<file path="config.mk">
export PLATFORM = sky130hd
export DESIGN_NAME = fetch_stage
export DESIGN_NICKNAME = d
export VERILOG_FILES = /design/src/rtl/fetch_stage.sv
export SDC_FILE = /design/constraint.sdc
export NUM_CORES = 1
export LEC_CHECK = 0
export CORE_MARGIN = 2
export CORE_UTILIZATION = 39
export DETAILED_ROUTE_END_ITERATION = 12
export PLACE_DENSITY_LB_ADDON = 0.1
export REMOVE_ABC_BUFFERS = 1
export SETUP_SLACK_MARGIN = 0.2
export SLEW_MARGIN = 20
export SYNTH_ARGS = -nofsm -noshare
export SYNTH_HDL_FRONTEND = slang
export SYNTH_SLANG_ARGS = --single-unit
</file>
<file path="constraint.sdc">
create_clock -name clk -period 4.5 [get_ports clk]
set_input_delay 0.675 -clock clk [delete_from_list [all_inputs] [get_ports clk]]
set_output_delay 0.675 -clock clk [all_outputs]
set_load 0.005 [all_outputs]
</file>
<file path="src/rtl/fetch_stage.sv">
// Instruction fetch stage: owns the PC, captures {pc, instr} from a combinational imem
// into a small circular queue, and hands entries to decode over valid/ready.
module fetch_stage #(
  parameter logic [31:0] RESET_PC    = 32'h0000_0000,
  parameter int          QUEUE_DEPTH = 2
) (
  input  logic        clk,
  input  logic        rst,
  input  logic        fetch_en,
  output logic [31:0] imem_addr,
  input  logic [31:0] imem_instr,
  input  logic        redirect_valid,
  input  logic [31:0] redirect_pc,
  output logic        out_valid,
  input  logic        out_ready,
  output logic [31:0] out_pc,
  output logic [31:0] out_instr
);

  localparam int              PTR_W   = $clog2(QUEUE_DEPTH);
  localparam logic [PTR_W:0]  DEPTH_C = (PTR_W + 1)'(QUEUE_DEPTH);
  localparam logic [PTR_W-1:0] PTR_ONE = PTR_W'(1);
  localparam logic [PTR_W:0]  CNT_ONE = (PTR_W + 1)'(1);

  logic [31:0]      fetch_pc_q, fetch_pc_d;
  logic [PTR_W-1:0] wr_ptr_q, wr_ptr_d;
  logic [PTR_W-1:0] rd_ptr_q, rd_ptr_d;
  logic [PTR_W:0]   count_q, count_d;

  logic [31:0] pc_mem_q    [QUEUE_DEPTH];
  logic [31:0] instr_mem_q [QUEUE_DEPTH];

  logic not_empty;
  logic pop;
  logic push;

  // Head is read combinationally so a freshly pushed entry is visible the next cycle.
  always_comb begin
    not_empty = (count_q != '0);
    out_valid = not_empty & ~redirect_valid;
    pop       = out_valid & out_ready;
    push      = fetch_en & ~redirect_valid & ((count_q < DEPTH_C) | pop);
    imem_addr = fetch_pc_q;
    out_pc    = not_empty ? pc_mem_q[rd_ptr_q]    : 32'h0;
    out_instr = not_empty ? instr_mem_q[rd_ptr_q] : 32'h0;
  end

  always_comb begin
    fetch_pc_d = fetch_pc_q;
    wr_ptr_d   = wr_ptr_q;
    rd_ptr_d   = rd_ptr_q;
    count_d    = count_q;
    if (redirect_valid) begin
      // Flush: drop every queued entry and restart at the aligned target.
      fetch_pc_d = {redirect_pc[31:2], 2'b00};
      rd_ptr_d   = wr_ptr_q;
      count_d    = '0;
    end else begin
      if (push) begin
        fetch_pc_d = fetch_pc_q + 32'd4;
        wr_ptr_d   = wr_ptr_q + PTR_ONE;
      end
      if (pop) begin
        rd_ptr_d = rd_ptr_q + PTR_ONE;
      end
      case ({push, pop})
        2'b10:   count_d = count_q + CNT_ONE;
        2'b01:   count_d = count_q - CNT_ONE;
        default: count_d = count_q;
      endcase
    end
  end

  always_ff @(posedge clk) begin
    if (rst) begin
      fetch_pc_q <= {RESET_PC[31:2], 2'b00};
      wr_ptr_q   <= '0;
      rd_ptr_q   <= '0;
      count_q    <= '0;
    end else begin
      fetch_pc_q <= fetch_pc_d;
      wr_ptr_q   <= wr_ptr_d;
      rd_ptr_q   <= rd_ptr_d;
      count_q    <= count_d;
    end
  end

  // Storage carries no reset; count gates every read.
  always_ff @(posedge clk) begin
    if (push && !rst) begin
      pc_mem_q[wr_ptr_q]    <= fetch_pc_q;
      instr_mem_q[wr_ptr_q] <= imem_instr;
    end
  end

endmodule
</file>
# Word-level counts from Yosys, hierarchy flattened
# Memory sizes are Yosys's and may differ from the RTL's. A register that Yosys moved wholly into a read port is not among the register bits.
# Cells that the tools add are included.
[word_totals]
ff_bits = 36
mem_bits_rw = 128
input_bits = 69
output_inout_bits = 97
word_cells = 42
n_memories = 2
[classes]
addsub = 5
magnitude_cmp = 1
eq_ne = 2
n_mux = 13
bitwise = 6
reduce_logical = 8
[memory_table]
columns = ["memory", "words", "width", "read_ports", "rd_clocked_by_memory_dff", "write_ports", "line", "rtl"]
rows = [
  ["instr_mem_q", 2, 32, 1, 1, 1, "31", "logic [31:0] instr_mem_q [QUEUE_DEPTH];"],
  ["pc_mem_q", 2, 32, 1, 1, 1, "30", "logic [31:0] pc_mem_q [QUEUE_DEPTH];"],
]
[op_table]
columns = ["op", "n"]
rows = [
  ["32-bit two-way mux", 4],
  ["32-bit by 3-bit adder with 32-bit output, second input constant", 1],
  ["1-bit two-way mux", 8],
  ["2-bit nonzero test", 4],
  ["1-bit AND", 4],
  ["2-bit one-hot mux with 2 select lines", 1],
  ["1-bit adder, second input constant", 2],
  ["2-bit by 1-bit adder with 2-bit output, second input constant", 1],
  ["2-bit by 1-bit equality test with 1-bit output, second input constant", 1],
  ["2-bit equality test, second input constant", 1],
  ["2-bit < comparator, second input constant", 1],
  ["2-bit AND reduction", 1],
  ["2-bit OR reduction", 1],
  ["2-bit by 1-bit subtractor with 2-bit output, second input constant", 1],
  ["1-bit logical AND", 1],
  ["1-bit logical NOT", 1],
  ["1-bit inverter", 1],
  ["1-bit OR", 1],
]

# Logic depth before layout (Yosys ltp)
# Gate-level depths: netlist of the first run.
[logic_depth]
ltp_word = 8
depth_mapped = 9
ltp_nobuf = 8

# Worst setup path before layout of the first run
# OpenSTA, ideal clock, no wires.
[synth_path]
kind = "input to register"
startpoint = "in out_ready"
endpoint = "mem instr_mem_q[0][0], enable pin"
t_arrival_ps = 4120
t_required_ps = 4018
slack_ps = -103
stages = 5
n_path_buf = 1
cell_sequence = "nand2b_1 > nand2_1 > or3_1 > clkbuf_1 > nor2_1"
[synth_via]
elab_chain_len = 6
[synth_rtl]
columns = ["item", "line", "rtl"]
rows = [
  ["from (decl)", "15", "input logic out_ready,"],
  ["1-bit AND", "41", "pop = out_valid & out_ready;"],
  ["1-bit OR", "42", "push = fetch_en & ~redirect_valid & ((count_q < DEPTH_C) | pop);"],
  ["1-bit AND", "42", ""],
  ["1-bit logical AND", "90", "if (push && !rst) begin"],
  ["1-bit two-way mux", "90", ""],
  ["1-bit two-way mux (implied by the code)", "92", "instr_mem_q[wr_ptr_q] <= imem_instr;"],
  ["to (decl)", "31", ""],
]
# Every way passes these cells.

# Worst setup path in the final report of the first run
[layout_path]
startpoint = "reg count_q[1]"
endpoint = "out out_pc[9]"
[layout_via]
elab_chain_len = 2
[layout_rtl]
columns = ["item", "line", "rtl"]
rows = [
  ["from (decl)", "28", "logic [PTR_W:0] count_q, count_d;"],
  ["from (signal assigned)", "84", "count_q <= count_d;"],
  ["2-bit nonzero test", "39", "not_empty = (count_q != '0);"],
  ["32-bit two-way mux", "44", "out_pc = not_empty ? pc_mem_q[rd_ptr_q] : 32'h0;"],
  ["to (decl)", "16", "output logic [31:0] out_pc,"],
]
# Every way passes these cells.

==> summary.md, run 1 <==
| Metric | Value |
|---|---|
| Post-synthesis mux area share | 0.0932 |
| Largest net degree at the start of global routing | 63 |
| Iter 0 DRT Violations | 206 |
| Routed WL | 14,900 um |
| CTS Hold Buffers Added | 0 |
| Initial Util | 0.400 |
| Total gr overflow | 0 |
| DR vias | around 4,500 |
| Compound-cell area share of the yosys netlist | 0.0427 |
| Tightest Hold Check Type | reg2reg |
| Largest family of logic cells by synthesized area | simple AND/OR/NAND/NOR gates |
| # IOs | 166 |
| Die Span Y | roughly 130 um |
| VDD IR max | 0.000233 V |
| Post-synth cell types | 37 |
| Largest fanout on the critical path | 35 |
| Initial antenna violation count | 0 |
| Max-slew headroom | 0.494 |
| Clk Latency, worst-skew pair | 420 ps |
| Final min period | ~3200 ps |
| Post-synthesis sequential area ratio | 0.665 |
| Highest clock rate | 311 MHz |
| Period utilisation layout | 0.715 |
| # DRC | 0 |
| H-Tree Depth | 4 |
| Reg-to-Reg Start | count_q[1] |
| CTS tree | done |
| Status | completed |
| Post-synthesis adder-cell area fraction | 0.00376 |
| Global-route wire length before repair | 23,300 um |
| CP max-delay cell | nor2_4 |
| Worst-Margin Slew | 758 ps |
| Clock sinks | 159 |
| Die width | around 130 um |
| Placer congestion estimate | 0.777 |
| CP Class | reg2out |
| Area grow syn2layout | 36.2% |
| Setup violators final | 0 |
| Site row count | 47 |
| Reg2reg end | pc_mem_q[1][18] |
| Required @ worst endpoint | 3830 ps |
| Uppermost layer routed | met4 |
| Met2 wire len | 7110 um |
| Worst-path clk slew | approximately 60 ps |
| RSZ-0062 raised after global routing | no |
| Max Slew Vio Count | 0 |
| Leak | 2.91 nW |
| Clock skew | 7.69 ps |
| Yosys warning count | 0 |
| Post-Syn Area | 6660 um^2 |
| First-pass DRT Iterations | 4 |
| Metal1 wirelength | 6840 um |
| Clk root buf | clkbuf_16 |
| CTS Buffer Depth | 2 |
| Reg2Reg Setup Slack | 1930 ps |
| HPWL after DPL | 9300 um |
| Worst min-delay path startpoint | imem_addr[23] |
| Cells on Worst Hold Path | 0 |
| Vias in the first global route | 4,401 |
| Post-route insts no fill | 897 |
| MaxCap Viol Count | 0 |
| Worst path max stage delay | 620 ps |
| Die Area | ~18,000 um^2 |
| Syn Inst Count | 511 |
| Final Power | 3.36 mW |
| PwrDens | around 370 nW/um^2 |
| Util after Layout | 0.545 |
| Post-Synth Simple-Gate Area | 0.129 |
| CTS buffer count | 17 |
| Synthesized area per cell | 13.0 um^2 |
| Critical path startpoint category | flip-flop |
| Setup Buffers After CTS | 0 |
| Worst Setup End Kind | output port |
| Total GRT Usage | 0.168 |
| Crit path DAT | ~2500 ps |
| Inst Count DP | around 870 |
| Worst hold endpoint | pc_mem_q[1][23] |
| Flops & latches, synth | ~160 |
| CP cell instances | nor2_4, buf_4, nor2_1, clkdlybuf4s50_1 |
| Port Buffer Count | 159 |
| Post-Synth XOR/XNOR Area | 0.0395 |
| Final ANT Viol Nets | 0 |
| ANT cells | 0 |
| Via density | 5.01 |
| R2R cell count | 5 |
| Setup crit start | count_q[1] |
| Met3 WL | 767 um |
| Post-cts gate resize count | 0 |
| Final hold vios | 0 |
| Wire length per cell | 16.6 um |
| Layout Nets | approximately 740 |
| Layout cells sized above 1 | 0.0739 |
| Core area | 16,600 um^2 |
-- sequential cells by signal (all words and copies together), names as in the netlist, named ones only --
register,cells
rd_ptr_q,1
pc_mem_q,60
imem_addr,30
count_q,2
wr_ptr_q,1
instr_mem_q,64
-- synthesized netlist by cell type, drive strengths merged --
cell	instances	area [um^2]
or3	5	31.3
ha	2	25.0
nand2b	1	6.26
nand4	11	90.1
nand2	27	101
nand3	12	72.6
and4	4	35.0
a211oi	11	87.6
clkbuf	17	63.8
mux2i	62	621
edfxtp	124	3720
a311oi	5	43.8
nor3	12	60.1
xor2	1	8.76
buf	16	93.8
and2	7	43.8
o21bai	3	22.5
dfxtp	35	701
a31oi	4	25.0
o21ai	5	25.0
nor4	6	62.6
o22ai	4	25.0
nor2	85	319
inv	6	22.5
a21oi	11	55.1
conb	1	3.75
xnor2	29	254
and3	5	35.0
-- critical path: cells and delay by family, from the launching register on --
kind          cells  cell delay (ps)
buf+inv           2              980
simple gates      2              750
flops             1              360
-- logic make-up after synthesis --
family	after synthesis
compound gates	43
simple gates	175
flops	159
buf+inv	39
mux	62
other cells	1
xor+xnor	30
fa+ha+maj	2
-- cells in the final DEF (no fill, tap or decap), types with 6 or more instances in the layout --
| cell type | count |
|---|---|
| clkdlybuf4s50_1 | 159 |
| edfxtp_1 | 124 |
| nor2_1 | 82 |
| mux2i_1 | 62 |
| dfxtp_1 | 34 |
| xnor2_1 | 29 |
| nand2_1 | 27 |
| clkbuf_16 | 17 |
| nor3_1 | 12 |
| nand3_1 | 11 |
| a21oi_1 | 11 |
| a211oi_1 | 10 |
| nand4_1 | 9 |
| and2_1 | 7 |
| inv_1 | 6 |
-- per-layer routing --
layer | global-route usage | vias up
li1 | - | 2172
met1 | 0.225 | 2171
met2 | 0.268 | 131
met3 | 0.0405 | 17
met4 | 0.0596 | 0
met5 | 0 | -
-- where the power goes --
part | total (mW) | internal, mW | switching (mW)
logic | 0.295 | 0.173 | 0.122
registers | 1.69 | 1.63 | 0.0520
clock network | 1.38 | 0.814 | 0.566
total | 3.36 | 2.62 | 0.740
-- layout make-up --
type	count	area, um^2
Sequential cell	159	4430
Clock inverter	13	141
Multi-Input combinational cell	316	2090
Timing Repair Buffer	165	1680
Fill cell	1403	7580
Tap cell	220	275
Inverter	6	22.5
Clock buffer	18	429
-- how the worst max path moves through the flow --
stage / slack, ps / cells past startpoint / end
3_3_place_gp: 1160 / 6 / instr_mem_q[0][24]
2_1_floorplan: -280 / 4 / instr_mem_q[0][0]
3_5_place_dp: 1100 / 6 / instr_mem_q[0][17]
4_1_cts: 1170 / 4 / out_pc[9]
6_report: 1280 / 4 / out_pc[9]
5_1_grt: 1070 / 4 / out_pc[5]
-- metrics by stage --
| stage | setup slack (ps) | instance area [um^2] | TNS [ps] | hold slack, ps |
|---|---|---|---|---|
| floorplan | -285 | 6510 | -35330 | 501 |
| global placement | 1160 | 8470 | 0 | 520 |
| detailed placement | 1100 | 8470 | 0 | 529 |
| CTS | 1170 | 9040 | 0 | 539 |
| global route | 1070 | 9060 | 0 | 556 |
| finish | 1280 | 9060 | 0 | 539 |
(Power assumes the default switching activity.)
==> inputs of run 2 (changes only) <==
Clock period 4.5 ns to 3.35 ns, I/O delays scaled along.
==> summary.md, run 2 (synthesized netlist as in run 1, its figures left out) <==
| Metric | Value |
|---|---|
| First-pass DRT Iterations | 4 (unchanged) |
| Highest clock rate | around 350 MHz |
| Leak | 2.94 nW (was 2.91 nW) |
| Most common cell after layout, fill and taps aside | clkdlybuf4s50_1 (unchanged) |
| Vias in the first global route | 4,382 (was 4,401) |
| Via density | 4.88 (was 5.01) |
| Tightest Hold Check Type | reg2reg (unchanged) |
| VDD IR max | 0.000326 V (was 0.000233 V) |
| CTS tree | done (unchanged) |
| Reg2Reg Setup Slack | 1300 ps (was 1930 ps) |
| Wire length per cell | 16.4 um (was 16.6 um) |
| Critical path startpoint category | flip-flop (unchanged) |
| Crit path DAT | 2320 ps (was 2540 ps) |
| # IOs | 166 (unchanged) |
| Final ANT Viol Nets | 0 (unchanged) |
| Post-route insts no fill | 906 (was 897) |
| Clk root buf | clkbuf_16 (unchanged) |
| Iter 0 DRT Violations | 248 (was 206) |
| Setup TNS | 0 ps (unchanged) |
| Largest net degree at the start of global routing | 49 (was 63) |
| CP Class | reg2out (unchanged) |
| Global-route wire length before repair | 23,300 um (about the same) |
| Worst-path clk slew | 60 ps (about the same) |
| Clock skew | 12.2 ps (was 7.69 ps) |
| R2R cell count | 6 (was 5) |
| Layout cells sized above 1 | 0.0845 (was 0.0739) |
| PwrDens | 491 nW/um^2 (was 371 nW/um^2) |
| HPWL after DPL | 9640 um (was 9300 um) |
| Worst Setup End Kind | output port (unchanged) |
| CTS Buffer Depth | 2 (unchanged) |
| Worst hold endpoint | pc_mem_q[0][23] (was pc_mem_q[1][23]) |
| Max Slew Vio Count | 0 (unchanged) |
| Top reg by flops | instr_mem_q (unchanged) |
| Die Span Y | 135 um (unchanged) |
| RSZ-0062 raised after global routing | no (unchanged) |
| Inst Count DP | 874 (was 865) |
| Fill count | 1,367 (was 1,403) |
| Total gr overflow | 0 (unchanged) |
| Period utilisation layout | 0.842 |
| Clk Latency, worst-skew pair | 420 ps (about the same) |
| H-Tree Depth | 4 (unchanged) |
| Setup violators final | 0 (unchanged) |
| Reg-to-Reg Start | imem_addr[2] (was count_q[1]) |
| Total GRT Usage | 0.168 (about the same) |
| Required @ worst endpoint | 2850 ps (was 3830 ps) |
| Port Buffer Count | 159 (unchanged) |
| Cells on Worst Hold Path | 0 (unchanged) |
| Routed WL | 14,900 um (about the same) |
| # DRC | 0 (unchanged) |
| Largest register FFs | 64 (unchanged) |
| Post-cts gate resize count | 0 (unchanged) |
| ANT cells | 0 (unchanged) |
| Worst-Margin Slew | 683 ps (was 758 ps) |
| Largest fanout on the critical path | 34 (was 35) |
| Reg2reg end | imem_addr[30] (was pc_mem_q[1][18]) |
| CTS buffer count | 17 (unchanged) |
| Clock sinks | 159 (unchanged) |
| Worst min-delay path startpoint | imem_addr[23] (unchanged) |
| Max-slew headroom | 0.544 (was 0.494) |
| Site row count | 47 (unchanged) |
| Status | completed (unchanged) |
| Initial Util | 0.400 (unchanged) |
| Area grow syn2layout | 36.8% (was 36.2%) |
| Final hold vios | 0 (unchanged) |
| Core area | 16,600 um^2 (unchanged) |
| CTS Hold Buffers Added | 0 (unchanged) |
| Placer congestion estimate | 0.808 (was 0.777) |
| Final min period | 2820 ps |
| Die Area | 18,100 um^2 (unchanged) |
| DR vias | 4,419 (was 4,491) |
| Die width | 135 um (unchanged) |
| Most frequent cells in the layout | clkdlybuf4s50_1 (159), edfxtp_1 (124), nor2_1 (82) (unchanged) |
| MaxCap Viol Count | 0 (unchanged) |
| Initial antenna violation count | 0 (unchanged) |
| Layout Nets | 744 (was 736) |
| Setup Buffers After CTS | 0 (unchanged) |
run 2: layout make-up:
type                            instances  area, um^2  area share
Tap cell                              220         275      0.0302
Clock buffer                           21         450      0.0495
Timing Repair Buffer                  173        1730       0.190
Sequential cell                       159        4430       0.486
Multi-Input combinational cell        316        2090       0.229
Clock inverter                         11         108      0.0118
Inverter                                6        22.5     0.00247
run 2: critical path, stage by stage (launching register included):
cell and delay [ps]:
dfxtp_4 760, buf_4 340, mux2i_1 220, nor2_1 60, clkdlybuf4s50_1 460
run 2: per-layer routing:
| metal | global-route usage | up-vias | share of wire |
|---|---|---|---|
| met4 | 0.0632 | 0 | 0.017 |
| li1 | - | 2184 | - |
| met2 | 0.265 | 130 | 0.47 |
| met5 | 0 | - | 0 |
| met3 | 0.0345 | 16 | 0.043 |
| met1 | 0.231 | 2089 | 0.47 |
run 2: worst max-delay path by stage:
stage                   start                 end  slack, ps  cells after the start
finish              flip-flop       out_instr[16]        530                      4
global route        flip-flop       out_instr[30]        420                      4
detailed placement  out_ready  instr_mem_q[0][17]        730                      6
floorplan           out_ready   instr_mem_q[0][0]      -1260                      4
global placement    out_ready  instr_mem_q[0][15]        750                      6
CTS                 flip-flop       out_instr[12]        500                      4
run 2: where the power goes:
group	total, mW	switching (mW)	internal, mW
clock	1.81	0.761	1.05
sequential	2.27	0.0718	2.19
combinational	0.399	0.163	0.236
run 2: stage by stage:
stage                      util  total power, mW  area [um^2]  hold WS (ps)  worst slack [ps]
after detailed placement  0.514             2.71         8550           526               735
final                     0.547             4.47         9100           538               530
after CTS                 0.547             4.53         9100           534               498
after global routing      0.547             4.64         9100           547               421
after global placement    0.514             2.70         8550           522               751
after floorplan               -             2.46         6510           501             -1260
